[src/rtl/wr_sched_pkg.sv]
// rtl/wr_sched_pkg.sv - shared types and record-size helper for the capture-ring scheduler
package wr_sched_pkg;

  typedef enum logic [2:0] {
    ST_IDLE,
    ST_CALC,
    ST_ISSUE,
    ST_WAIT,
    ST_COMMIT
  } state_t;

  localparam int TS_BYTES_DEF = 16;

  // Ring bytes consumed by one record: payload rounded up to a word plus the header.
  function automatic logic [31:0] rec_bytes(input logic [31:0] len, input logic [31:0] ts);
    return ((len + 32'd3) & ~32'd3) + ts;
  endfunction

endpackage

[src/rtl/desc_fifo.sv]
// rtl/desc_fifo.sv - synchronous first-word fall-through descriptor queue
module desc_fifo #(
  parameter int DEPTH = 4,
  parameter int WIDTH = 64
) (
  input  logic             clk,
  input  logic             reset,
  input  logic             push,
  input  logic [WIDTH-1:0] din,
  input  logic             pop,
  output logic [WIDTH-1:0] dout,
  output logic             empty,
  output logic             ready
);

  localparam int AW = $clog2(DEPTH);

  logic [WIDTH-1:0] mem [DEPTH];
  logic [AW-1:0]    wptr;
  logic [AW-1:0]    rptr;
  logic [AW:0]      count;
  logic [AW:0]      count_next;
  logic             push_ok;
  logic             pop_ok;

  // ready is a register so it reads 0 in reset and never reopens while full
  assign push_ok = push && ready;
  assign pop_ok  = pop && !empty;
  assign empty   = (count == '0);
  assign dout    = mem[rptr];

  always_comb begin
    count_next = count;
    if (push_ok && !pop_ok) begin
      count_next = count + (AW+1)'(1);
    end else if (!push_ok && pop_ok) begin
      count_next = count - (AW+1)'(1);
    end
  end

  always_ff @(posedge clk or negedge reset) begin
    if (!reset) begin
      wptr  <= '0;
      rptr  <= '0;
      count <= '0;
      ready <= 1'b0;
    end else begin
      if (push_ok) wptr <= wptr + AW'(1);
      if (pop_ok)  rptr <= rptr + AW'(1);
      count <= count_next;
      ready <= (count_next != (AW+1)'(DEPTH));
    end
  end

  always_ff @(posedge clk) begin
    if (push_ok) mem[wptr] <= din;
  end

endmodule

[src/rtl/wr_sched.sv]
// rtl/wr_sched.sv - places capture records in a host ring and sequences wr_ctrl transfers
module wr_sched
  import wr_sched_pkg::*;
#(
  parameter int DESC_DEPTH = 4,
  parameter int TS_BYTES   = TS_BYTES_DEF,
  parameter int MAX_LEN    = 2048,
  parameter int TIMEOUT    = 65535
) (
  input  logic        clk,
  input  logic        reset,
  input  logic        enable,
  input  logic        ring_clear,
  input  logic [31:0] ring_base,
  input  logic [31:0] ring_size,
  input  logic [31:0] ring_rd_ptr,
  input  logic [31:0] control_in,
  input  logic        desc_valid,
  output logic        desc_ready,
  input  logic [31:0] desc_begin,
  input  logic [31:0] desc_end,
  output logic        wr_ctrl,
  output logic [31:0] control,
  output logic [31:0] pkt_begin,
  output logic [31:0] pkt_end,
  output logic [31:0] write_address,
  input  logic        wr_ctrl_rdy,
  output logic [31:0] ring_wr_ptr,
  output logic [31:0] pkt_count,
  output logic [31:0] drop_count,
  output logic        busy,
  output logic        irq,
  output logic        timeout_err
);

  state_t      state, state_next;
  logic [63:0] head;
  logic        fifo_empty;
  logic        fifo_pop;
  logic [31:0] db_q, de_q, place_q, rec_q, wait_cnt;
  logic [31:0] len_c, rec_c, place_c, commit_ptr;
  logic [32:0] fit_sum, commit_sum;
  logic        drop_c;
  logic        do_latch, do_clear, do_drop, do_issue, do_commit, do_timeout;

  desc_fifo #(.DEPTH(DESC_DEPTH), .WIDTH(64)) u_fifo (
    .clk   (clk),
    .reset (reset),
    .push  (desc_valid),
    .din   ({desc_begin, desc_end}),
    .pop   (fifo_pop),
    .dout  (head),
    .empty (fifo_empty),
    .ready (desc_ready)
  );

  assign len_c      = de_q - db_q;
  assign rec_c      = rec_bytes(len_c, 32'(TS_BYTES));
  assign fit_sum    = {1'b0, ring_wr_ptr} + {1'b0, rec_c};
  assign commit_sum = {1'b0, place_q} + {1'b0, rec_q};
  assign commit_ptr = (commit_sum == {1'b0, ring_size}) ? 32'd0 : commit_sum[31:0];

  always_ff @(posedge clk or negedge reset) begin
    if (!reset) state <= ST_IDLE;
    else        state <= state_next;
  end

  always_comb begin
    state_next = state;
    fifo_pop   = 1'b0;
    do_latch   = 1'b0;
    do_clear   = 1'b0;
    do_drop    = 1'b0;
    do_issue   = 1'b0;
    do_commit  = 1'b0;
    do_timeout = 1'b0;
    drop_c     = 1'b0;
    place_c    = ring_wr_ptr;

    // Strict compares keep wr == rd reserved for an empty ring.
    if (de_q <= db_q || len_c > 32'(MAX_LEN)) begin
      drop_c = 1'b1;
    end else if (ring_wr_ptr >= ring_rd_ptr) begin
      if (fit_sum < {1'b0, ring_size} ||
          (fit_sum == {1'b0, ring_size} && ring_rd_ptr != 32'd0)) begin
        place_c = ring_wr_ptr;
      end else if (rec_c < ring_rd_ptr) begin
        place_c = 32'd0;
      end else begin
        drop_c = 1'b1;
      end
    end else if (fit_sum >= {1'b0, ring_rd_ptr}) begin
      drop_c = 1'b1;
    end

    case (state)
      ST_IDLE: begin
        if (ring_clear) begin
          do_clear = 1'b1;
        end else if (enable && !fifo_empty) begin
          do_latch   = 1'b1;
          state_next = ST_CALC;
        end
      end
      ST_CALC: begin
        if (drop_c) begin
          do_drop    = 1'b1;
          fifo_pop   = 1'b1;
          state_next = ST_IDLE;
        end else begin
          do_issue   = 1'b1;
          state_next = ST_ISSUE;
        end
      end
      ST_ISSUE: state_next = ST_WAIT;
      ST_WAIT: begin
        if (wr_ctrl_rdy) begin
          state_next = ST_COMMIT;
        end else if (wait_cnt == 32'(TIMEOUT - 1)) begin
          do_timeout = 1'b1;
          fifo_pop   = 1'b1;
          state_next = ST_IDLE;
        end
      end
      ST_COMMIT: begin
        do_commit  = 1'b1;
        fifo_pop   = 1'b1;
        state_next = ST_IDLE;
      end
      default: state_next = ST_IDLE;
    endcase
  end

  always_ff @(posedge clk or negedge reset) begin
    if (!reset) begin
      db_q          <= '0;
      de_q          <= '0;
      place_q       <= '0;
      rec_q         <= '0;
      wait_cnt      <= '0;
      wr_ctrl       <= 1'b0;
      control       <= '0;
      pkt_begin     <= '0;
      pkt_end       <= '0;
      write_address <= '0;
      ring_wr_ptr   <= '0;
      pkt_count     <= '0;
      drop_count    <= '0;
      busy          <= 1'b0;
      irq           <= 1'b0;
      timeout_err   <= 1'b0;
    end else begin
      wr_ctrl <= do_issue;
      irq     <= do_commit;
      busy    <= (state_next != ST_IDLE);
      if (do_clear) ring_wr_ptr <= '0;
      if (do_latch) begin
        db_q <= head[63:32];
        de_q <= head[31:0];
      end
      if (do_drop) drop_count <= drop_count + 32'd1;
      // Transfer arguments are captured once and held through WAIT.
      if (do_issue) begin
        place_q       <= place_c;
        rec_q         <= rec_c;
        write_address <= ring_base + place_c;
        pkt_begin     <= db_q;
        pkt_end       <= de_q;
        control       <= control_in;
        wait_cnt      <= '0;
      end
      if (state == ST_WAIT) wait_cnt <= wait_cnt + 32'd1;
      if (do_timeout) timeout_err <= 1'b1;
      if (do_commit) begin
        ring_wr_ptr <= commit_ptr;
        pkt_count   <= pkt_count + 32'd1;
      end
    end
  end

endmodule
[config.mk]
export PLATFORM = sky130hd
export DESIGN_NAME = wr_sched
export DESIGN_NICKNAME = d
export VERILOG_FILES = /design/src/rtl/wr_sched_pkg.sv /design/src/rtl/desc_fifo.sv /design/src/rtl/wr_sched.sv
export SDC_FILE = /design/constraint.sdc
export NUM_CORES = 1
export LEC_CHECK = 0
export ABC_AREA = 1
export CAP_MARGIN = 20
export CELL_PAD_IN_SITES_DETAIL_PLACEMENT = 1
export CELL_PAD_IN_SITES_GLOBAL_PLACEMENT = 2
export CORE_ASPECT_RATIO = 1.5
export CORE_MARGIN = 1
export CORE_UTILIZATION = 34
export CTS_CLUSTER_SIZE = 24
export DETAILED_ROUTE_END_ITERATION = 10
export PLACE_DENSITY_LB_ADDON = 0.1
export SLEW_MARGIN = 20
export SYNTH_ARGS = -nofsm -noshare
export SYNTH_HDL_FRONTEND = slang
export SYNTH_SLANG_ARGS = --single-unit
[constraint.sdc]
create_clock -name clk -period 10.9 [get_ports clk]
set_input_delay 2.18 -clock clk [delete_from_list [all_inputs] [get_ports clk]]
set_output_delay 2.18 -clock clk [all_outputs]
set_load 0.02 [all_outputs]
==> run_results.csv, run 1 <==
group,metric,value,unit
setup_path,critPathRequiredTime,11.42,ns
route,antenna_violating_nets_post_route,0,
job,maxCapViolations,0,
floorplan,io_pins,427,
setup_path,path_common_cell,"sky130_fd_sc_hd__nand2_1",
sta,period_share,91.89,%
pwr,total_switching_power,0.007319,W
sta,setup-tns-final,0,ns
sta,setup_viol_count_final,0,
placed_design,post-dp-hpwl,114.4,mm
sta,layout_min_cycle_time,10.02,ns
grt,globalRouteTotalUtil,25.30,%
clock_tree,cts_tree,"done",
sta,worst_slew_pin_slew,0.9660,ns
clock_tree,max-clock-path-buffers,3,
min_path,hold_path_class,"reg -> reg",
logic_synthesis,synth.lib_cells_used.distinct,60,
grt,grt-ovfl-total,0,
setup_path,crit_path_end_kind,"flop",
sta,max_slew_margin,35.01,%
layout,fraction_of_layout_instances_using_a_drive_strength_above_1,4.687,%
route,avgRoutedWirePerCell,21.95,um
sta,drv_slew,0,
logic_synthesis,synth_top_area_share,25.91,%
layout,num-nets-final,5591,
clock_tree,cts_buffers,72,
layout,instances_no_fill,6632,
sta,clock.fmax,99.84,MHz
status,status,"complete, no violations",
floorplan,die_area,114100,sq um
pwr,clkPwrFrac,17.9,%
logic_synthesis,share_of_synthesized_area_occupied_by_flip_flops_and_latches,45.97,%
setup_path,ff_to_ff_setup_slack,0.88,ns
clock_tree,htree_num_levels,3,
route,detailroute.wirelength.met2,77.61,mm
logic_synthesis,synth-main-ff-cell,"sky130_fd_sc_hd__dfrtp_1",
logic_synthesis,asyncSetResetFlopFracSynth,60.80,%
placed_design,gp_routability_congestion,0.9239,
setup_path,critPathKind,"reg -> reg",
floorplan,rows,150,
route,per_cell_via_count_in_the_routed_design,5.033,
setup_path,slowest_delay,0.53,ns
grt,grt_start_max_net_pins,143,
grt,grt_first_pass_wirelength,217.9,mm
layout,areaGrowthSynthToFinish,22.74,%
setup_path,crit_path_start_kind,"flop",
logic_synthesis,commonest_cells_post_synth,"sky130_fd_sc_hd__nand2_1, sky130_fd_sc_hd__inv_1, sky130_fd_sc_hd__nor2_1",
logic_synthesis,yosys-top-cells-area,"sky130_fd_sc_hd__dfrtp_1, sky130_fd_sc_hd__edfxtp_1, sky130_fd_sc_hd__nand2_1, sky130_fd_sc_hd__ha_1, sky130_fd_sc_hd__inv_1",
floorplan,fp.coreArea,111700,sq um
pwr,p_seq_share,22.1,%
pwr,powerDensity,306.9,nW/um^2
pwr,p_int,0.007123,W
route,detail_route.first_pass.iterations,5,
route,route.layer.met1.wl,56.79,mm
logic_synthesis,synth_warnings,0,
logic_synthesis,postSynthCellCount,4692,
route,detail_route.drc_violations,0,
floorplan,initial_core_util,34.33,%
logic_synthesis,mappedNetlistArea,38340,sq um
floorplan,die_h,413.3,um
clock_tree,cell_chosen_for_the_clock_root,"sky130_fd_sc_hd__clkbuf_16",
setup_path,timing.critical_path.arrival,10.53,ns
setup_path,critical_path_buf_inv_count,12,
route,wl_met3,5.362,mm
logic_synthesis,flip_flop_and_latch_count_after_synthesis,653,
setup_path,timing.critical_path.fanout_max,14,
placed_design,place.detailed.instances,6493,
logic_synthesis,syn-num-nets,5157,
grt,via_count_of_the_first_global_routing_pass,35070,
floorplan,fp.dieW,276.2,um
pwr,p_sw_share,50.68,%
logic_synthesis,yosysTopAreaCell,"sky130_fd_sc_hd__dfrtp_1",
pwr,static-leakage-power,21.93,nW
clock_tree,clkLatencyLatePin,0.66,ns
logic_synthesis,post_synth_edffs,256,
route,drt_iter0_drc,1445,
placed_design,place.port_buffers,426,
route,vias,33380,
sta,rsz0062_at_grt,"false",
sta,hold_viol_final,0,
clock_tree,clkTransAtPathRegs,0.07,ns
pwr,pwr-share-comb,59.9,%
clock_tree,clkSinkCount,653,
logic_synthesis,synth_area_per_cell,8.170,sq um
grt,grt_antenna_before_repair,9,
logic_synthesis,post-synth-top-count-cell,"sky130_fd_sc_hd__nand2_1",
setup_path,critical_path.top_delay_family,"simple AND/OR/NAND/NOR gates",
route,top_layer,"met5",
setup_path,slowest_cell_on_the_critical_path,"sky130_fd_sc_hd__ha_1",
sta,final.setup_skew,0.05589,ns
pwr,irDropWorstVdd,0.0002034,V
route,aggregate_routed_wire_length,145.6,mm
## layout make-up
cell class / instances / area (sq um)
antenna: 3 / 7.507
clock buffer: 96 / 1982
clock inverter: 37 / 519.2
fill: 13220 / 64620
inverter: 592 / 2231
multi-input combinational: 3332 / 18200
sequential: 653 / 17630
tap: 1444 / 1807
timing repair buffer: 475 / 4682
## cells by family after synthesis
family | synth area share, %
flops | 45.97
xor+xnor | 4.860
buf+inv | 6.978
mux | 0.1044
fa+ha+maj | 8.793
simple gates | 22.49
compound gates | 10.80
## power groups by stage
stage	sequential, W	combinational [W]	clock [W]
after floorplan	0.00316	0.00565	0
after global placement	0.00323	0.00849	0
after detailed placement	0.00325	0.00861	0
after CTS	0.00320	0.00866	0.00266
after global routing	0.00323	0.00968	0.00274
final	0.00320	0.00865	0.00259
## tightest hold or removal path, delay by kind of cell (launching register included)
kind | cells | cell delay (ns)
flops | 1 | 0.34
simple gates | 2 | 0.10
## per-stage QoR
step | setup WS, ns | total power [W] | hold WS (ns) | instance area, sq um | utilization (%)
2_1_floorplan | 2.205 | 0.008810 | 0.4458 | 38340 | -
3_3_place_gp | 0.3736 | 0.01173 | 0.4538 | 44390 | 39.75
3_5_place_dp | 0.4070 | 0.01186 | 0.4573 | 44400 | 39.76
4_1_cts | 0.3297 | 0.01452 | 0.4727 | 46900 | 42.00
5_1_grt | 0.004043 | 0.01565 | 0.4852 | 47050 | 42.13
6_report | 0.8839 | 0.01444 | 0.4678 | 47050 | 42.14
## per-layer routing
layer,up-vias,track usage [%]
li1,16270,-
met1,16320,27.75
met2,573,48.36
met3,213,3.965
met4,12,9.931
met5,-,0
## registers in the layout, indices dropped and copies added, names as in the netlist
register	count
irq	1
control	32
write_address	32
u_fifo.wptr	2
pkt_count	32
timeout_err	1
rec_q	30
wait_cnt	32
pkt_begin	32
u_fifo.mem	256
u_fifo.rptr	2
u_fifo.ready	1
pkt_end	32
db_q	32
de_q	32
drop_count	32
state	3
place_q	32
u_fifo.count	3
busy	1
ring_wr_ptr	32
wr_ctrl	1
## placed cells by master, fill, tap and decap left out, types with 34 or more instances in the layout
master,n
sky130_fd_sc_hd__nand2_1,1226
sky130_fd_sc_hd__inv_1,585
sky130_fd_sc_hd__nor2_1,498
sky130_fd_sc_hd__clkdlybuf4s50_1,425
sky130_fd_sc_hd__dfrtp_1,395
sky130_fd_sc_hd__o21ai_0,287
sky130_fd_sc_hd__ha_1,262
sky130_fd_sc_hd__edfxtp_1,256
sky130_fd_sc_hd__a21oi_1,196
sky130_fd_sc_hd__xor2_1,138
sky130_fd_sc_hd__nand3_1,130
sky130_fd_sc_hd__o21ai_1,118
sky130_fd_sc_hd__clkbuf_16,72
sky130_fd_sc_hd__nand4_1,63
sky130_fd_sc_hd__o22ai_1,61
sky130_fd_sc_hd__nor3_1,60
sky130_fd_sc_hd__xnor2_1,58
sky130_fd_sc_hd__buf_4,44
sky130_fd_sc_hd__nor4_1,34
## timing repair
item / in CTS / in global routing
resized for setup: 0 / 29
hold buffers: 0 / 0
buffers inserted: 0 / 3
endpoints found under the setup margin: 0 / 21
## worst paths after layout
| path | from | endpoint | cells past startpoint |
|---|---|---|---|
| max | de_q[5] | write_address[29] | 61 |
| min in group asynchronous | reset | ring_wr_ptr[27] | 1 |
| min | control[22] | control[22] | 2 |
| max reg2reg | de_q[5] | write_address[29] | 61 |
| min reg2reg | control[22] | control[22] | 2 |
| max in group asynchronous | reset | u_fifo.rptr[0] | 2 |
Power figures use the tool's default switching activity.
==> run 2: changes to the inputs <==
MAX_ROUTING_LAYER = met4   (was not set)
PLACE_DENSITY_LB_ADDON = 0.3   (was 0.1)
clock period = 9.3 ns   (was 10.9 ns; I/O delays follow)
==> run 2 against run 1 <==
  * Fmax is 13% higher
  * Register-to-register slack worse by 0.45 ns
  * Combinational power is 71% higher
  * Cell area is 11% higher
  * Clock-buffer cell count is 12 lower
  * Setup slack worse by 0.45 ns
  * Clock skew is 0.025 ns lower
  * Sequential power is 17% higher
  * Critical path depth is 1 lower
  * Final cell count is 8.2% higher
  * Power is 49% higher
  * Critical endpoint unchanged
==> run_results.csv, run 2 (synthesis results as in run 1) <==
group,metric,value,unit
sta,setup_viol_count_final,0,
clock_tree,cts_buffers,69,
clock_tree,ctsHoldBuffers,0,
placed_design,place.port_buffers,426,
layout,layout.cells.most_common_list,"sky130_fd_sc_hd__nand2_1, sky130_fd_sc_hd__buf_4, sky130_fd_sc_hd__inv_1",
sta,clock.fmax,112.8,MHz
floorplan,rows,150,
floorplan,fp.dieW,276.2,um
route,vias,35940,
sta,hold_viol_final,0,
sta,max_slew_margin,35.84,%
route,per_cell_via_count_in_the_routed_design,5.010,
min_path,whs_path_depth,1,
layout,fraction_of_layout_instances_using_a_drive_strength_above_1,17.52,%
layout,areaGrowthSynthToFinish,36.78,%
route,antenna_violating_nets_post_route,0,
clock_tree,clkLatencyLatePin,0.67,ns
clock_tree,htree_num_levels,3,
clock_tree,cts_tree,"done",
pwr,static-leakage-power,24.71,nW
status,status,"complete, no violations",
setup_path,path_common_cell,"sky130_fd_sc_hd__nand2_1",
setup_path,critPathKind,"reg -> reg",
placed_design,place.detailed.instances,6975,
route,detail_route.first_pass.iterations,7,
sta,final.setup_skew,0.03126,ns
route,drt_iter0_drc,1721,
layout,mostFrequentLayoutCell,"sky130_fd_sc_hd__nand2_1",
pwr,total_power_consumption_of_the_routed_design,0.02152,W
layout,largest_register,"u_fifo.mem",
floorplan,die_h,413.3,um
layout,num-nets-final,6127,
route,avgRoutedWirePerCell,20.83,um
sta,period_share,95.36,%
pwr,irDropWorstVdd,0.0003166,V
setup_path,timing.critical_path.arrival,9.41,ns
setup_path,critPathRequiredTime,9.84,ns
route,aggregate_routed_wire_length,149.4,mm
sta,drv_slew,0,
layout,fill_cells,13150,
sta,worst_slew_pin_slew,0.9560,ns
grt,grt_start_max_net_pins,154,
grt,grt_first_pass_wirelength,223.8,mm
clock_tree,cell_chosen_for_the_clock_root,"sky130_fd_sc_hd__clkbuf_16",
grt,via_count_of_the_first_global_routing_pass,38040,
floorplan,fp.coreArea,111700,sq um
setup_path,crit_path_end_kind,"flop",
floorplan,io_pins,427,
grt,grt_antenna_before_repair,8,
clock_tree,clkTransAtPathRegs,0.06,ns
setup_path,slowest_delay,0.43,ns
pwr,powerDensity,410.5,nW/um^2
sta,layout_min_cycle_time,8.868,ns
setup_path,crit_path_start_kind,"flop",
layout,instances_no_fill,7174,
job,maxCapViolations,0,
setup_path,worst-r2r-cell-count,60,
grt,grt-ovfl-total,0,
placed_design,gp_routability_congestion,0.9474,
floorplan,die_area,114100,sq um
layout,largest_register_ffs,256,
sta,rsz0062_at_grt,"true",
grt,globalRouteTotalUtil,26.50,%
layout,postLayoutCellArea,52440,sq um
clock_tree,max-clock-path-buffers,3,
setup_path,slowest_cell_on_the_critical_path,"sky130_fd_sc_hd__fa_2",
floorplan,initial_core_util,34.33,%
clock_tree,clkSinkCount,653,
min_path,hold_path_class,"reg -> reg",
route,detail_route.drc_violations,0,
placed_design,post_dp_cell_area,48140,sq um
placed_design,post-dp-hpwl,116.9,mm
setup_path,timing.critical_path.fanout_max,7,
-- run 2: cell count changes in the layout (fill, tap and decap cells not counted), moves of 22 or more --
cell,change
sky130_fd_sc_hd__ha_1,-30
sky130_fd_sc_hd__nand2_1,-42
sky130_fd_sc_hd__inv_2,+26
sky130_fd_sc_hd__nor2_1,-33
sky130_fd_sc_hd__a21oi_2,+26
sky130_fd_sc_hd__a21oi_1,-31
sky130_fd_sc_hd__inv_1,-30
sky130_fd_sc_hd__nor2_2,+22
sky130_fd_sc_hd__nand2_2,+31
sky130_fd_sc_hd__buf_4,+520
sky130_fd_sc_hd__ha_4,+25
-- run 2: final timing paths --
check,from,to,slack [ns]
hold reg to reg,drop_count[31],drop_count[31],0.47
max in group asynchronous,reset,u_fifo.rptr[0],6.66
min in group asynchronous,reset,pkt_begin[15],1.15
setup / recovery,db_q[0],write_address[29],0.43
hold / removal,drop_count[31],drop_count[31],0.47
setup reg to reg,db_q[0],write_address[29],0.43
-- run 2: per-layer routing --
layer | routed length [um] | global-route usage, % | share of wire (%)
met2 | 80500 | 49.43 | 54
met3 | 5606 | 3.734 | 3.8
met1 | 56530 | 27.68 | 38
met4 | 6793 | 11.53 | 4.5
met5 | 0 | - | 0
-- run 2: what timing repair did --
item | CTS | global route
setup endpoints to repair | 31 | 30
pin swaps | 9 | 127
setup buffers | 13 | 47
gates cloned | 0 | 1
resized for setup | 49 | 278
-- run 2: layout make-up --
cell class              count  area (sq um)  share of cell area [%]
inverters                 592          2238                   4.269
well taps                1444          1807                   3.446
clock buffers              84          1864                   3.555
multi-input cells        3332         19400                   37.00
flip-flops and latches    653         17630                   33.62
clock inverters            44         555.5                   1.059
diodes                     11         27.53                 0.05250
repair buffers           1014          8914                   17.00
-- run 2: per-stage QoR --
stage,TNS (ns),utilization (%),hold WS (ns),setup slack [ns]
global route,-1.997,46.95,0.4904,-0.1967
finish,0,46.96,0.4689,0.4318
global placement,-9.710,43.11,0.4542,-0.6127
CTS,0,45.55,0.4726,0.006199
floorplan,0,-,0.4458,0.6045
detailed placement,-13.10,43.11,0.4604,-0.7813
-- run 2: where the power goes --
part / internal, W / switching, W
Clock: 0.00173 / 0.00126
Combinational: 0.00625 / 0.00855
Sequential: 0.00347 / 0.000273
Total: 0.0114 / 0.0101
-- run 2: worst max-delay path: cells and delay by family (launching register included) --
kind | cells | cell delay (ns)
compound gates | 13 | 2.13
xor+xnor | 2 | 0.42
fa+ha+maj | 5 | 1.33
buf+inv | 14 | 1.58
flops | 1 | 0.42
simple gates | 26 | 2.86
